[src/rtl/text_writer_if.sv]
// Byte-stream handshake and character-buffer port A signals for text_writer.
// The master sources bytes and attributes; the slave (text_writer) drives port A.
interface text_writer_if;
  logic        valid;
  logic        ready;
  logic [7:0]  data;
  logic        attr_we;
  logic [7:0]  attr;
  logic        cea;
  logic [10:0] ada;
  logic [15:0] din;
  logic [5:0]  cur_x;
  logic [4:0]  cur_y;
  logic        busy;

  modport master (
    output valid, data, attr_we, attr,
    input  ready, cea, ada, din, cur_x, cur_y, busy
  );

  modport slave (
    input  valid, data, attr_we, attr,
    output ready, cea, ada, din, cur_x, cur_y, busy
  );
endinterface

[src/rtl/text_writer.sv]
// Terminal-style writer for port A of the 64x32 character buffer: places printable
// bytes at a wrapping cursor, handles LF/CR/BS and a full-buffer clear on FF.
module text_writer #(
  parameter int unsigned COLS           = 60,
  parameter int unsigned ROWS           = 17,
  parameter logic [7:0]  ATTR_RESET     = 8'h07,
  parameter bit          CLEAR_ON_RESET = 1'b1
) (
  input logic          clk,
  input logic          rst_n,
  text_writer_if.slave bus
);

  typedef enum logic [0:0] {StClear, StIdle} state_e;

  localparam logic [5:0]  ColMax    = 6'(COLS - 1);
  localparam logic [4:0]  RowMax    = 5'(ROWS - 1);
  localparam logic [10:0] LastAddr  = 11'h7FF;
  localparam state_e      StAtReset = CLEAR_ON_RESET ? StClear : StIdle;

  state_e      state_q;
  logic        ready_q;
  logic        busy_q;
  logic        cea_q;
  logic [10:0] ada_q;
  logic [15:0] din_q;
  logic [5:0]  cur_x_q;
  logic [4:0]  cur_y_q;
  logic [7:0]  attr_q;
  logic [7:0]  fill_q;
  logic [4:0]  row_next;

  always_comb begin
    row_next = (cur_y_q == RowMax) ? 5'd0 : cur_y_q + 5'd1;
  end

  always_ff @(posedge clk or negedge rst_n) begin
    if (!rst_n) begin
      state_q <= StAtReset;
      ready_q <= !CLEAR_ON_RESET;
      busy_q  <= CLEAR_ON_RESET;
      cea_q   <= 1'b0;
      ada_q   <= '0;
      din_q   <= '0;
      cur_x_q <= '0;
      cur_y_q <= '0;
      attr_q  <= ATTR_RESET;
      fill_q  <= ATTR_RESET;
    end else begin
      cea_q <= 1'b0;
      // Bytes accepted this cycle still see attr_q before the load takes effect.
      if (bus.attr_we) attr_q <= bus.attr;

      unique case (state_q)
        StIdle: begin
          if (bus.valid) begin
            case (bus.data)
              8'h0A: begin
                cur_x_q <= '0;
                cur_y_q <= row_next;
              end
              8'h0D: cur_x_q <= '0;
              8'h08: begin
                if (cur_x_q != 6'd0) begin
                  cur_x_q <= cur_x_q - 6'd1;
                  cea_q   <= 1'b1;
                  ada_q   <= {cur_y_q, cur_x_q - 6'd1};
                  din_q   <= {attr_q, 8'h20};
                end
              end
              8'h0C: begin
                // First fill goes out immediately so the sweep takes 2048 cycles.
                state_q <= StClear;
                ready_q <= 1'b0;
                busy_q  <= 1'b1;
                fill_q  <= attr_q;
                cea_q   <= 1'b1;
                ada_q   <= '0;
                din_q   <= {attr_q, 8'h20};
              end
              default: begin
                cea_q <= 1'b1;
                ada_q <= {cur_y_q, cur_x_q};
                din_q <= {attr_q, bus.data};
                if (cur_x_q == ColMax) begin
                  cur_x_q <= '0;
                  cur_y_q <= row_next;
                end else begin
                  cur_x_q <= cur_x_q + 6'd1;
                end
              end
            endcase
          end
        end
        StClear: begin
          if (!cea_q) begin
            // Entry straight from reset: no write issued yet.
            cea_q <= 1'b1;
            ada_q <= '0;
            din_q <= {fill_q, 8'h20};
          end else if (ada_q == LastAddr) begin
            state_q <= StIdle;
            ready_q <= 1'b1;
            busy_q  <= 1'b0;
            cur_x_q <= '0;
            cur_y_q <= '0;
          end else begin
            cea_q <= 1'b1;
            ada_q <= ada_q + 11'd1;
            din_q <= {fill_q, 8'h20};
          end
        end
      endcase
    end
  end

  assign bus.ready = ready_q;
  assign bus.busy  = busy_q;
  assign bus.cea   = cea_q;
  assign bus.ada   = ada_q;
  assign bus.din   = din_q;
  assign bus.cur_x = cur_x_q;
  assign bus.cur_y = cur_y_q;

endmodule

[src/flat_wrapper.sv]
// flat-port wrapper written by rule: the top's interface ports become plain ports
module text_writer_flat 
#(
  parameter int unsigned COLS           = 60,
  parameter int unsigned ROWS           = 17,
  parameter logic [7:0]  ATTR_RESET     = 8'h07,
  parameter bit          CLEAR_ON_RESET = 1'b1
)
  (clk, rst_n, bus_valid, bus_data, bus_attr_we, bus_attr, bus_ready, bus_cea, bus_ada, bus_din, bus_cur_x, bus_cur_y, bus_busy);
  text_writer_if bus_i ();
  input logic clk;
  input logic rst_n;
  input wire logic [$bits(bus_i.valid)-1:0] bus_valid;
  input wire logic [$bits(bus_i.data)-1:0] bus_data;
  input wire logic [$bits(bus_i.attr_we)-1:0] bus_attr_we;
  input wire logic [$bits(bus_i.attr)-1:0] bus_attr;
  output wire logic [$bits(bus_i.ready)-1:0] bus_ready;
  output wire logic [$bits(bus_i.cea)-1:0] bus_cea;
  output wire logic [$bits(bus_i.ada)-1:0] bus_ada;
  output wire logic [$bits(bus_i.din)-1:0] bus_din;
  output wire logic [$bits(bus_i.cur_x)-1:0] bus_cur_x;
  output wire logic [$bits(bus_i.cur_y)-1:0] bus_cur_y;
  output wire logic [$bits(bus_i.busy)-1:0] bus_busy;
  assign bus_i.valid = bus_valid;
  assign bus_i.data = bus_data;
  assign bus_i.attr_we = bus_attr_we;
  assign bus_i.attr = bus_attr;
  assign bus_ready = bus_i.ready;
  assign bus_cea = bus_i.cea;
  assign bus_ada = bus_i.ada;
  assign bus_din = bus_i.din;
  assign bus_cur_x = bus_i.cur_x;
  assign bus_cur_y = bus_i.cur_y;
  assign bus_busy = bus_i.busy;
  text_writer #(.COLS(COLS), .ROWS(ROWS), .ATTR_RESET(ATTR_RESET), .CLEAR_ON_RESET(CLEAR_ON_RESET)) u_core (.clk(clk), .rst_n(rst_n), .bus(bus_i));
endmodule
[config.mk]
export PLATFORM = sky130hd
export DESIGN_NAME = text_writer_flat
export DESIGN_NICKNAME = d
export VERILOG_FILES = /design/src/rtl/text_writer_if.sv /design/src/rtl/text_writer.sv /design/src/flat_wrapper.sv
export SDC_FILE = /design/constraint.sdc
export NUM_CORES = 1
export LEC_CHECK = 0
export CAP_MARGIN = 10
export CORE_ASPECT_RATIO = 1.4
export CORE_MARGIN = 5
export CORE_UTILIZATION = 40
export CTS_CLUSTER_DIAMETER = 40
export DETAILED_ROUTE_END_ITERATION = 10
export PLACE_DENSITY = 0.71
export SLEW_MARGIN = 5
export SYNTH_ARGS = -nofsm -noshare
export SYNTH_HDL_FRONTEND = slang
export SYNTH_SLANG_ARGS = --single-unit
[constraint.sdc]
create_clock -name clk -period 2.96 [get_ports clk]
set_input_delay 0.592 -clock clk [delete_from_list [all_inputs] [get_ports clk]]
set_output_delay 0.592 -clock clk [all_outputs]
set_load 0.01 [all_outputs]
Word-level counts from Yosys, hierarchy flattened
Cells that the tools add are included.
{"block": "word_totals", "rom_bits": 0, "elab_cells": 87, "input_bits": 20, "memories": 0, "ramBits": 0, "regBits": 58, "latch_bits": 0, "out_inout_bits": 41}
{"block": "classes", "magnitude_cmp": 0, "reduce_logical": 8, "multipliers": 0, "div_mod_pow": 0, "add_sub_neg": 4, "n_eq_ne": 17, "bitwise": 1, "n_shift": 0, "mux": 47}
{"op": "2-to-1 mux 16 bit", "count": 4}
{"op": "one-hot mux 16 bit (3 select lines)", "count": 1}
{"op": "2-to-1 mux 11 bit", "count": 4}
{"op": "one-hot mux 11 bit (3 select lines)", "count": 1}
{"op": "equality test 8 x 4 -> 1 bit, second input constant", "count": 4}
{"op": "one-hot mux 16 bit (2 select lines)", "count": 1}
{"op": "2-to-1 mux 6 bit", "count": 5}
{"op": "2-to-1 mux 5 bit", "count": 5}
{"op": "one-hot mux 11 bit (2 select lines)", "count": 1}
{"op": "one-hot mux 5 bit (2 select lines)", "count": 2}
{"op": "one-hot mux 6 bit (3 select lines)", "count": 1}
{"op": "2-to-1 mux 1 bit", "count": 16}
{"op": "one-hot mux 6 bit (2 select lines)", "count": 1}
{"op": "adder 11 x 1 -> 11 bit, second input constant", "count": 1}
{"op": "equality test 11 bit, second input constant", "count": 1}
{"op": "inequality test 2 bit, second input constant", "count": 5}
{"op": "one-hot mux 1 bit (2 select lines)", "count": 5}
{"op": "AND reduction 5 bit", "count": 2}
{"op": "inequality test 3 bit, second input constant", "count": 3}
{"op": "AND reduction 4 bit", "count": 2}
{"op": "adder 6 x 1 -> 6 bit, second input constant", "count": 1}
{"op": "equality test 6 bit, second input constant", "count": 1}
{"op": "nonzero test 6 bit", "count": 1}
{"op": "subtractor 6 x 1 -> 6 bit, second input constant", "count": 1}
{"op": "other kinds (7)", "count": 8}

Longest topological paths before layout
Gate-level depths: netlist of the first run.
{"block": "depth", "depth_word": 6, "depth_mapped": 9, "depth_no_buf": 7}

Worst setup path before layout of the first run
OpenSTA, ideal clock, no wires.
{"block": "synth_path", "path_type": "reg2reg", "from": "reg u_core.cur_x_q[0] (netlist: u_core.bus.cur_x[0])", "to": "reg u_core.cur_y_q[0] (netlist: u_core.bus.cur_y[0])", "path_slack_ns": 0.893, "required_time_ns": 2.835, "synth_period_minus_slack_ns": 2.067, "path_buffers": 1, "stages_incl_launch_ff": 8, "arrival_ns": 1.943, "setup_ns": 0.125, "cell_sequence": "dfrtp_1 -> ha_1 -> nand2_1 -> or3_1 -> buf_6 -> a311oi_4 -> nor3b_2 -> mux2_2"}
{"block": "synth_between", "elab_chain_len": 3}
{"item": "from (decl)", "line": "text_writer.sv:27", "text": "logic [5:0] cur_x_q;"}
{"item": "from (signal assigned)", "line": "text_writer.sv:65", "text": "cur_x_q <= cur_x_q - 6'd1;"}
{"item": "from (signal assigned)", "line": "text_writer.sv:89", "text": "cur_x_q <= cur_x_q + 6'd1;"}
{"item": "equality test 6 bit", "line": "text_writer.sv:85", "text": "if (cur_x_q == ColMax) begin"}
{"item": "inequality test 3 bit (no line)"}
{"item": "AND reduction 5 bit (no line)"}
{"item": "to (signal assigned)", "line": "text_writer.sv:60", "text": "cur_y_q <= row_next;"}
{"item": "to (signal assigned)", "line": "text_writer.sv:87", "text": "cur_y_q <= row_next;"}
{"item": "to (decl)", "line": "text_writer.sv:28", "text": "logic [4:0] cur_y_q;"}
No other way between the ends.
A chain may end at the register's enable or synchronous reset.

Worst setup path after layout of the first run
{"block": "layout_path", "from": "reg u_core.cur_x_q[3] (netlist: u_core.bus.cur_x[3])", "to": "reg u_core.din_q[10] (netlist: u_core.bus.din[10])"}
{"block": "layout_between", "elab_chain_len": 3}
{"item": "nonzero test 6 bit", "line": "text_writer.sv:64", "text": "if (cur_x_q != 6'd0) begin"}
{"item": "inequality test 3 bit (no line)"}
{"item": "AND reduction 4 bit (no line)"}
{"item": "to (signal assigned)", "line": "text_writer.sv:68", "text": "din_q <= {attr_q, 8'h20};"}
{"item": "to (signal assigned)", "line": "text_writer.sv:79", "text": "din_q <= {attr_q, 8'h20};"}
{"item": "to (signal assigned)", "line": "text_writer.sv:84", "text": "din_q <= {attr_q, bus.data};"}
{"item": "to (decl)", "line": "text_writer.sv:26", "text": "logic [15:0] din_q;"}
No other way between the ends.

==> results of run 1 <==
[path summary, 6_finish.rpt]
| path | from | to | slack (ns) | depth (start not counted) |
|---|---|---|---|---|
| max | u_core.bus.cur_x[3]$_DFFE_PN0P_ | u_core.bus.din[10]$_DFFE_PN0P_ | 0.57 | 6 |
| min | rst_n | u_core.bus.ready$_DFFE_PN0P_ | 0.25 | 1 |
| max reg2reg | u_core.bus.cur_x[3]$_DFFE_PN0P_ | u_core.bus.din[10]$_DFFE_PN0P_ | 0.57 | 6 |
| min reg2reg | u_core.bus.busy$_DFFE_PN1P_ | u_core.bus.busy$_DFFE_PN1P_ | 0.50 | 2 |
| max in group asynchronous | rst_n | u_core.attr_q[1]$_DFFE_PN1P_ | 2.01 | 2 |
| min in group clk | u_core.bus.busy$_DFFE_PN1P_ | u_core.bus.busy$_DFFE_PN1P_ | 0.50 | 2 |
[metrics by stage]
step | power [mW] | area [um^2] | utilization
global route | 2.14 | 4440 | 0.539
global placement | 0.925 | 4100 | 0.498
detailed placement | 0.928 | 4100 | 0.498
floorplan | 0.868 | 3400 | -
finish | 2.08 | 4440 | 0.539
CTS | 2.10 | 4440 | 0.539
[state kept, by name, indices dropped and copies added (netlist names)]
| signal | cells |
|---|---|
| u_core.bus.cur_x | 6 |
| u_core.bus.ada | 11 |
| u_core.bus.cea | 1 |
| u_core.bus.ready | 1 |
| u_core.state_q | 1 |
| u_core.fill_q | 8 |
| u_core.bus.cur_y | 5 |
| u_core.bus.busy | 1 |
| u_core.attr_q | 8 |
| u_core.bus.din | 16 |
[area by class of cell]
class / count / area (um^2) / share of cell area
Clock buffer: 12 / 267 / 0.0600
Clock inverter: 4 / 72.6 / 0.0163
Inverter: 17 / 63.8 / 0.0144
Multi-Input combinational cell: 240 / 1760 / 0.396
Sequential cell: 58 / 1460 / 0.329
Tap cell: 102 / 128 / 0.0287
Timing Repair Buffer: 73 / 693 / 0.156
[critical path, cell delays in order (launching register included)]
cell and delay [ns]:
dfrtp_1 0.52, nor4_1 0.55, a211oi_1 0.21, o21ai_1 0.42, buf_4 0.28, mux2i_1 0.21, mux2i_1 0.10
[per-layer routing]
metal / GRT usage / up-vias / part of all wire
met2: 0.305 / 93 / 0.52
met4: 0.0816 / 0 / 0.025
met1: 0.203 / 1456 / 0.39
met5: 0 / - / 0
met3: 0.0380 / 15 / 0.062
li1: - / 1380 / -
[report_power, final]
part / internal, mW / switching, mW
logic: 0.0478 / 0.0488
registers: 0.808 / 0.00861
clock network: 0.803 / 0.364
total: 1.66 / 0.421
[placed cells by master, fill, tap and decap left out, types with 5 or more instances in the layout]
master and n:
o31ai_1 5, mux2_2 18, a21oi_1 8, nor2_1 20, nor3_1 5, mux2i_1 27
clkdlybuf4s50_1 59, nand2_1 19, nand3_1 17, dfrtp_1 51, clkbuf_16 9, nand2b_1 6
o21ai_0 27, buf_4 13, a31oi_1 5, inv_1 16, ha_1 6, a22o_1 5
dfstp_2 7, nor3b_1 5
[cell families (layout without fill, tap and decap cells)]
family | count (synthesis) | in the layout | share of synthesized area
simple gates | 99 | 99 | 0.161
buf+inv | 38 | 106 | 0.0520
xor+xnor | 1 | 1 | 0.00258
flops | 58 | 58 | 0.430
compound gates | 89 | 89 | 0.193
mux | 45 | 45 | 0.139
fa+ha+maj | 6 | 6 | 0.0221
==> results.py, run 1 <==
metrics = {
    "placed_design": {
        "gp_congestion": 0.930,
        "numPortBuffers": 60,
        "dp_hpwl_um": 6550,
        "dp.cells": 490,
        "post-place-ws_ns": 0.286,
    },
    "setup_path": {
        "crit_required_ns": 3.16,
        "cp-end-kind": "register",
        "path_class": "reg2reg",
        "worstSetupStartpointType": "register",
        "arrival_ns": 2.60,
        "crit_fanout": 11,
    },
    "min_path": {
        "worstHoldPathType": "in2async",
    },
    "floorplanning": {
        "initial_core_util": 0.412,
        "io_pins": 61,
        "core_um2": 8250,
        "rows": 39,
        "die_w_um": 87.9,
        "die_h_um": 119,
        "dieArea_um2": 10500,
    },
    "outcome": {
        "status": "complete, no violations",
    },
    "timing": {
        "setup_violations": 0,
        "period_share": 0.808,
        "fin_worst_skew_ns": 0.00542,
        "maxSlewHeadroom": 0.574,
        "max_freq_mhz": 418,
        "whs_ns": 0.253,
        "rsz0062_at_grt": "no",
        "layout_setup_ws_ns": 0.567,
        "slew_viol_final": 0,
        "worst_pin_slew_ns": 0.639,
        "tns_ns": 0,
        "hold_violations": 0,
        "fin_crit_ns": 2.39,
    },
    "synthesis": {
        "postSynthAreaPerCell_um2": 10.1,
        "async_flop_share": 1.00,
        "yosys.area.top_type": "dfrtp_1",
        "seq_area_frac_synth": 0.430,
        "synth_cells": 336,
        "yosysMostFrequentCell": "dfrtp_1",
        "ys_top_cells_by_count": "51 x dfrtp_1, 27 x mux2i_1, 27 x o21ai_0, 20 x nor2_1, 19 x nand2_1",
        "synth_cell_types": 59,
        "synth-seq-cells": 58,
        "syn_area_um2": 3400,
        "yosys.area.top_type_share": 0.376,
        "ys_warn_count": 0,
        "ys.flop_type": "dfrtp_1",
        "synth_edf_count": 0,
        "ys_top_cells_by_area": "dfrtp_1 38%, mux2i_1 8.0%, mux2_2 6.0%, dfstp_2 5.4%, o21ai_0 4.0%",
        "syn_nets": 362,
    },
    "clock_tree": {
        "cts_tree": "done",
        "clock_sinks": 58,
        "h-tree-depth": 3,
        "cts_setup_buffers": 0,
        "clk_pin_slew_ns": 0.05,
        "numCtsBuffers": 9,
        "clkLatencyLatePin_ns": 0.33,
        "holdBufCountCts": 0,
        "cts-root-buf": "clkbuf_16",
        "ctsResizeCount": 0,
        "clockBufferDepth": 2,
    },
    "drt": {
        "drt-vias-per-instance": 5.82,
        "wl_per_cell_um": 17.6,
        "dr.pass1.iters": 4,
        "routed_wl_um": 8890,
        "drt_iter0_markers": 153,
        "postRouteAntennaNets": 0,
        "drc": 0,
        "num_vias": 2944,
    },
    "layout": {
        "nNetsFinal": 425,
        "instances_no_fill": 506,
        "drive_gt1_frac": 0.166,
        "nFillCells": 734,
        "synthToLayoutAreaGrowth_pct": 30.8,
        "num_antenna_cells": 0,
    },
    "global_routing": {
        "antenna_found_initial": 0,
        "grt_use_total": 0.176,
        "grt_pass1_vias": 2933,
        "grt_first_pass_wirelength_um": 14500,
        "overflow": 0,
        "grt_max_degree": 27,
    },
    "power": {
        "leakage_nw": 1.82,
        "p_per_area_nw_per_um2": 468,
        "ir_worst_vdd_v": 0.000312,
    },
    "job": {
        "cap_violations": 0,
    },
}
Power figures use the tool's default switching activity.
==> run 2: changes to the inputs <==
- PLACE_DENSITY: 0.71 -> 0.73
- clock period: 2.96 -> 2.2 ns (I/O delays scaled with it)
==> run 2 against run 1 <==
Net effect:
- final area grew 6.3%
- sequential share of layout area down 1.9 points
- sequential power is 35% higher
- sequential cell count unchanged
- non-clock buffer count is 36 higher
- clock skew increased by 0.0023 ns
- via count grew 5.2%
- global-route usage rose by 1.3 points
- register-to-register slack worse by 0.46 ns
- maximum frequency grew 14%
- count of clock-buffer cells in the layout unchanged
- power is 23% higher
- largest cell class unchanged
==> results.py, run 2 (synthesized netlist as in run 1, its figures left out) <==
metrics = {
    "setup_path": {
        "arrival_ns": 2.32,
        "reg2reg_from": "u_core.bus.cur_x[1]$_DFFE_PN0P_",
        "reg2reg_depth": 6,
        "timing.rr.end": "u_core.bus.cur_y[3]$_DFFE_PN0P_",
        "critPathCapture": "u_core.bus.cur_y[3]$_DFFE_PN0P_",
        "crit_fanout": 5,
        "cp-end-kind": "register",
        "reg2reg_slack_ns": 0.10,
        "path_class": "reg2reg",
        "worstSetupStartpointType": "register",
        "crit_required_ns": 2.42,
        "critical_path.startpoint": "u_core.bus.cur_x[1]$_DFFE_PN0P_",
    },
    "power": {
        "leakage_nw": 1.99,
        "finalPower_mw": 2.55,
        "ir_worst_vdd_v": 0.000532,
        "p_per_area_nw_per_um2": 541,
    },
    "clock_tree": {
        "cts_tree": "done",
        "clock_sinks": 58,
        "cts-root-buf": "clkbuf_16",
        "clk_pin_slew_ns": 0.05,
        "holdBufCountCts": 0,
        "clkLatencyLatePin_ns": 0.33,
        "h-tree-depth": 3,
        "numCtsBuffers": 9,
        "clockBufferDepth": 2,
    },
    "layout": {
        "nNetsFinal": 461,
        "largest_reg_flops": 16,
        "layout_common_cells": "58 x clkdlybuf4s50_1, 51 x dfrtp_1, 45 x buf_4",
        "final_common_cell": "clkdlybuf4s50_1",
        "synthToLayoutAreaGrowth_pct": 39.1,
        "fin_util": 0.573,
        "drive_gt1_frac": 0.239,
        "num_antenna_cells": 0,
    },
    "timing": {
        "hold_violations": 0,
        "rsz0062_at_grt": "no",
        "tns_ns": 0,
        "slew_viol_final": 0,
        "fin_crit_ns": 2.10,
        "worst_pin_slew_ns": 0.457,
        "fin_worst_skew_ns": 0.00769,
        "setup_violations": 0,
        "whs_ns": 0.101,
        "period_share": 0.953,
        "max_freq_mhz": 477,
        "layout_setup_ws_ns": 0.104,
        "maxSlewHeadroom": 0.695,
    },
    "floorplanning": {
        "dieArea_um2": 10500,
        "io_pins": 61,
        "die_h_um": 119,
        "rows": 39,
        "core_um2": 8250,
        "die_w_um": 87.9,
        "initial_core_util": 0.412,
    },
    "drt": {
        "num_vias": 3097,
        "wl_met1_um": 3660,
        "met2_length_um": 4820,
        "routed_wl_um": 9220,
        "drc": 0,
        "dr.pass1.iters": 4,
        "drt-vias-per-instance": 5.71,
        "route.met3.wl_um": 540,
        "drt_iter0_markers": 192,
        "wl_per_cell_um": 17.0,
        "top_layer_used": "met4",
        "postRouteAntennaNets": 0,
    },
    "global_routing": {
        "antenna_found_initial": 0,
        "grt_first_pass_wirelength_um": 15400,
        "grt_max_degree": 59,
        "grt_use_total": 0.189,
        "overflow": 0,
        "grt_pass1_vias": 3156,
    },
    "placed_design": {
        "post-place-ws_ns": -0.268,
        "numPortBuffers": 60,
        "gp_congestion": 0.918,
        "dp_hpwl_um": 6850,
    },
    "outcome": {
        "status": "complete, no violations",
    },
    "job": {
        "cap_violations": 0,
    },
    "min_path": {
        "worstHoldPathType": "in2async",
    },
}
[run 2: cell types whose count changed in the layout (fill, tap and decap cells not counted), sizes merged]
cell,change
bufinv,-2
clkdlybuf4s50,-1
buf,+36
clkinv,+2
dlymetal6s2s,+1
[run 2: critical path, cell delays in order, from the launching register on]
cell,delay (ns)
dfrtp_1,0.43
ha_2,0.27
nand2_1,0.05
or3_1,0.43
a311oi_4,0.36
nor3b_2,0.13
o41ai_2,0.31
[run 2: worst min-delay path by stage]
| stage | from | end | slack, ns | cells after the start |
|---|---|---|---|---|
| final | rst_n | u_core.bus.cur_x[5]$_DFFE_PN0P_ | 0.10 | 2 |
| after global routing | rst_n | u_core.bus.cur_x[5]$_DFFE_PN0P_ | 0.14 | 2 |
| after CTS | rst_n | u_core.bus.cur_x[2]$_DFFE_PN0P_ | 0.12 | 2 |
| after detailed placement | rst_n | u_core.bus.cur_x[2]$_DFFE_PN0P_ | 0.47 | 2 |
| after global placement | rst_n | u_core.bus.cur_x[5]$_DFFE_PN0P_ | 0.46 | 2 |
| after floorplan | rst_n | u_core.attr_q[3]$_DFFE_PN0P_ | 0.14 | 0 |
[run 2: routing by layer]
layer | global-route usage | up-vias
met3 | 0.0449 | 14
met1 | 0.219 | 1526
met4 | 0.0825 | 0
li1 | - | 1454
met5 | 0 | -
met2 | 0.325 | 103
[run 2: final cells by class]
class                      instances  area, um^2
multi-input combinational        240        1770
tap                              102         128
clock buffer                      12         256
sequential                        58        1460
timing repair buffer             109        1020
clock inverter                     4        26.3
inverter                          17        63.8
fill                             715        3520
[run 2: through the flow]
| stage | cells | area [um^2] |
|---|---|---|
| floorplan | 336 | 3400 |
| global placement | 525 | 4420 |
| detailed placement | 525 | 4420 |
| CTS | 541 | 4700 |
| global route | 542 | 4720 |
| finish | 542 | 4720 |
[run 2: repair_timing]
action,4_1_cts,5_1_grt
gates resized for setup,0,5
setup endpoints to repair,0,24
hold endpoints to repair,0,0
buffers inserted,0,1
[run 2: where the power goes]
part | internal, mW | total, mW | leakage (nW) | switching, mW
Combinational | 0.0831 | 0.156 | 1.13 | 0.0730
Sequential | 1.09 | 1.10 | 0.728 | 0.0105
Clock | 0.819 | 1.30 | 0.139 | 0.481
Total | 1.99 | 2.55 | 1.99 | 0.564
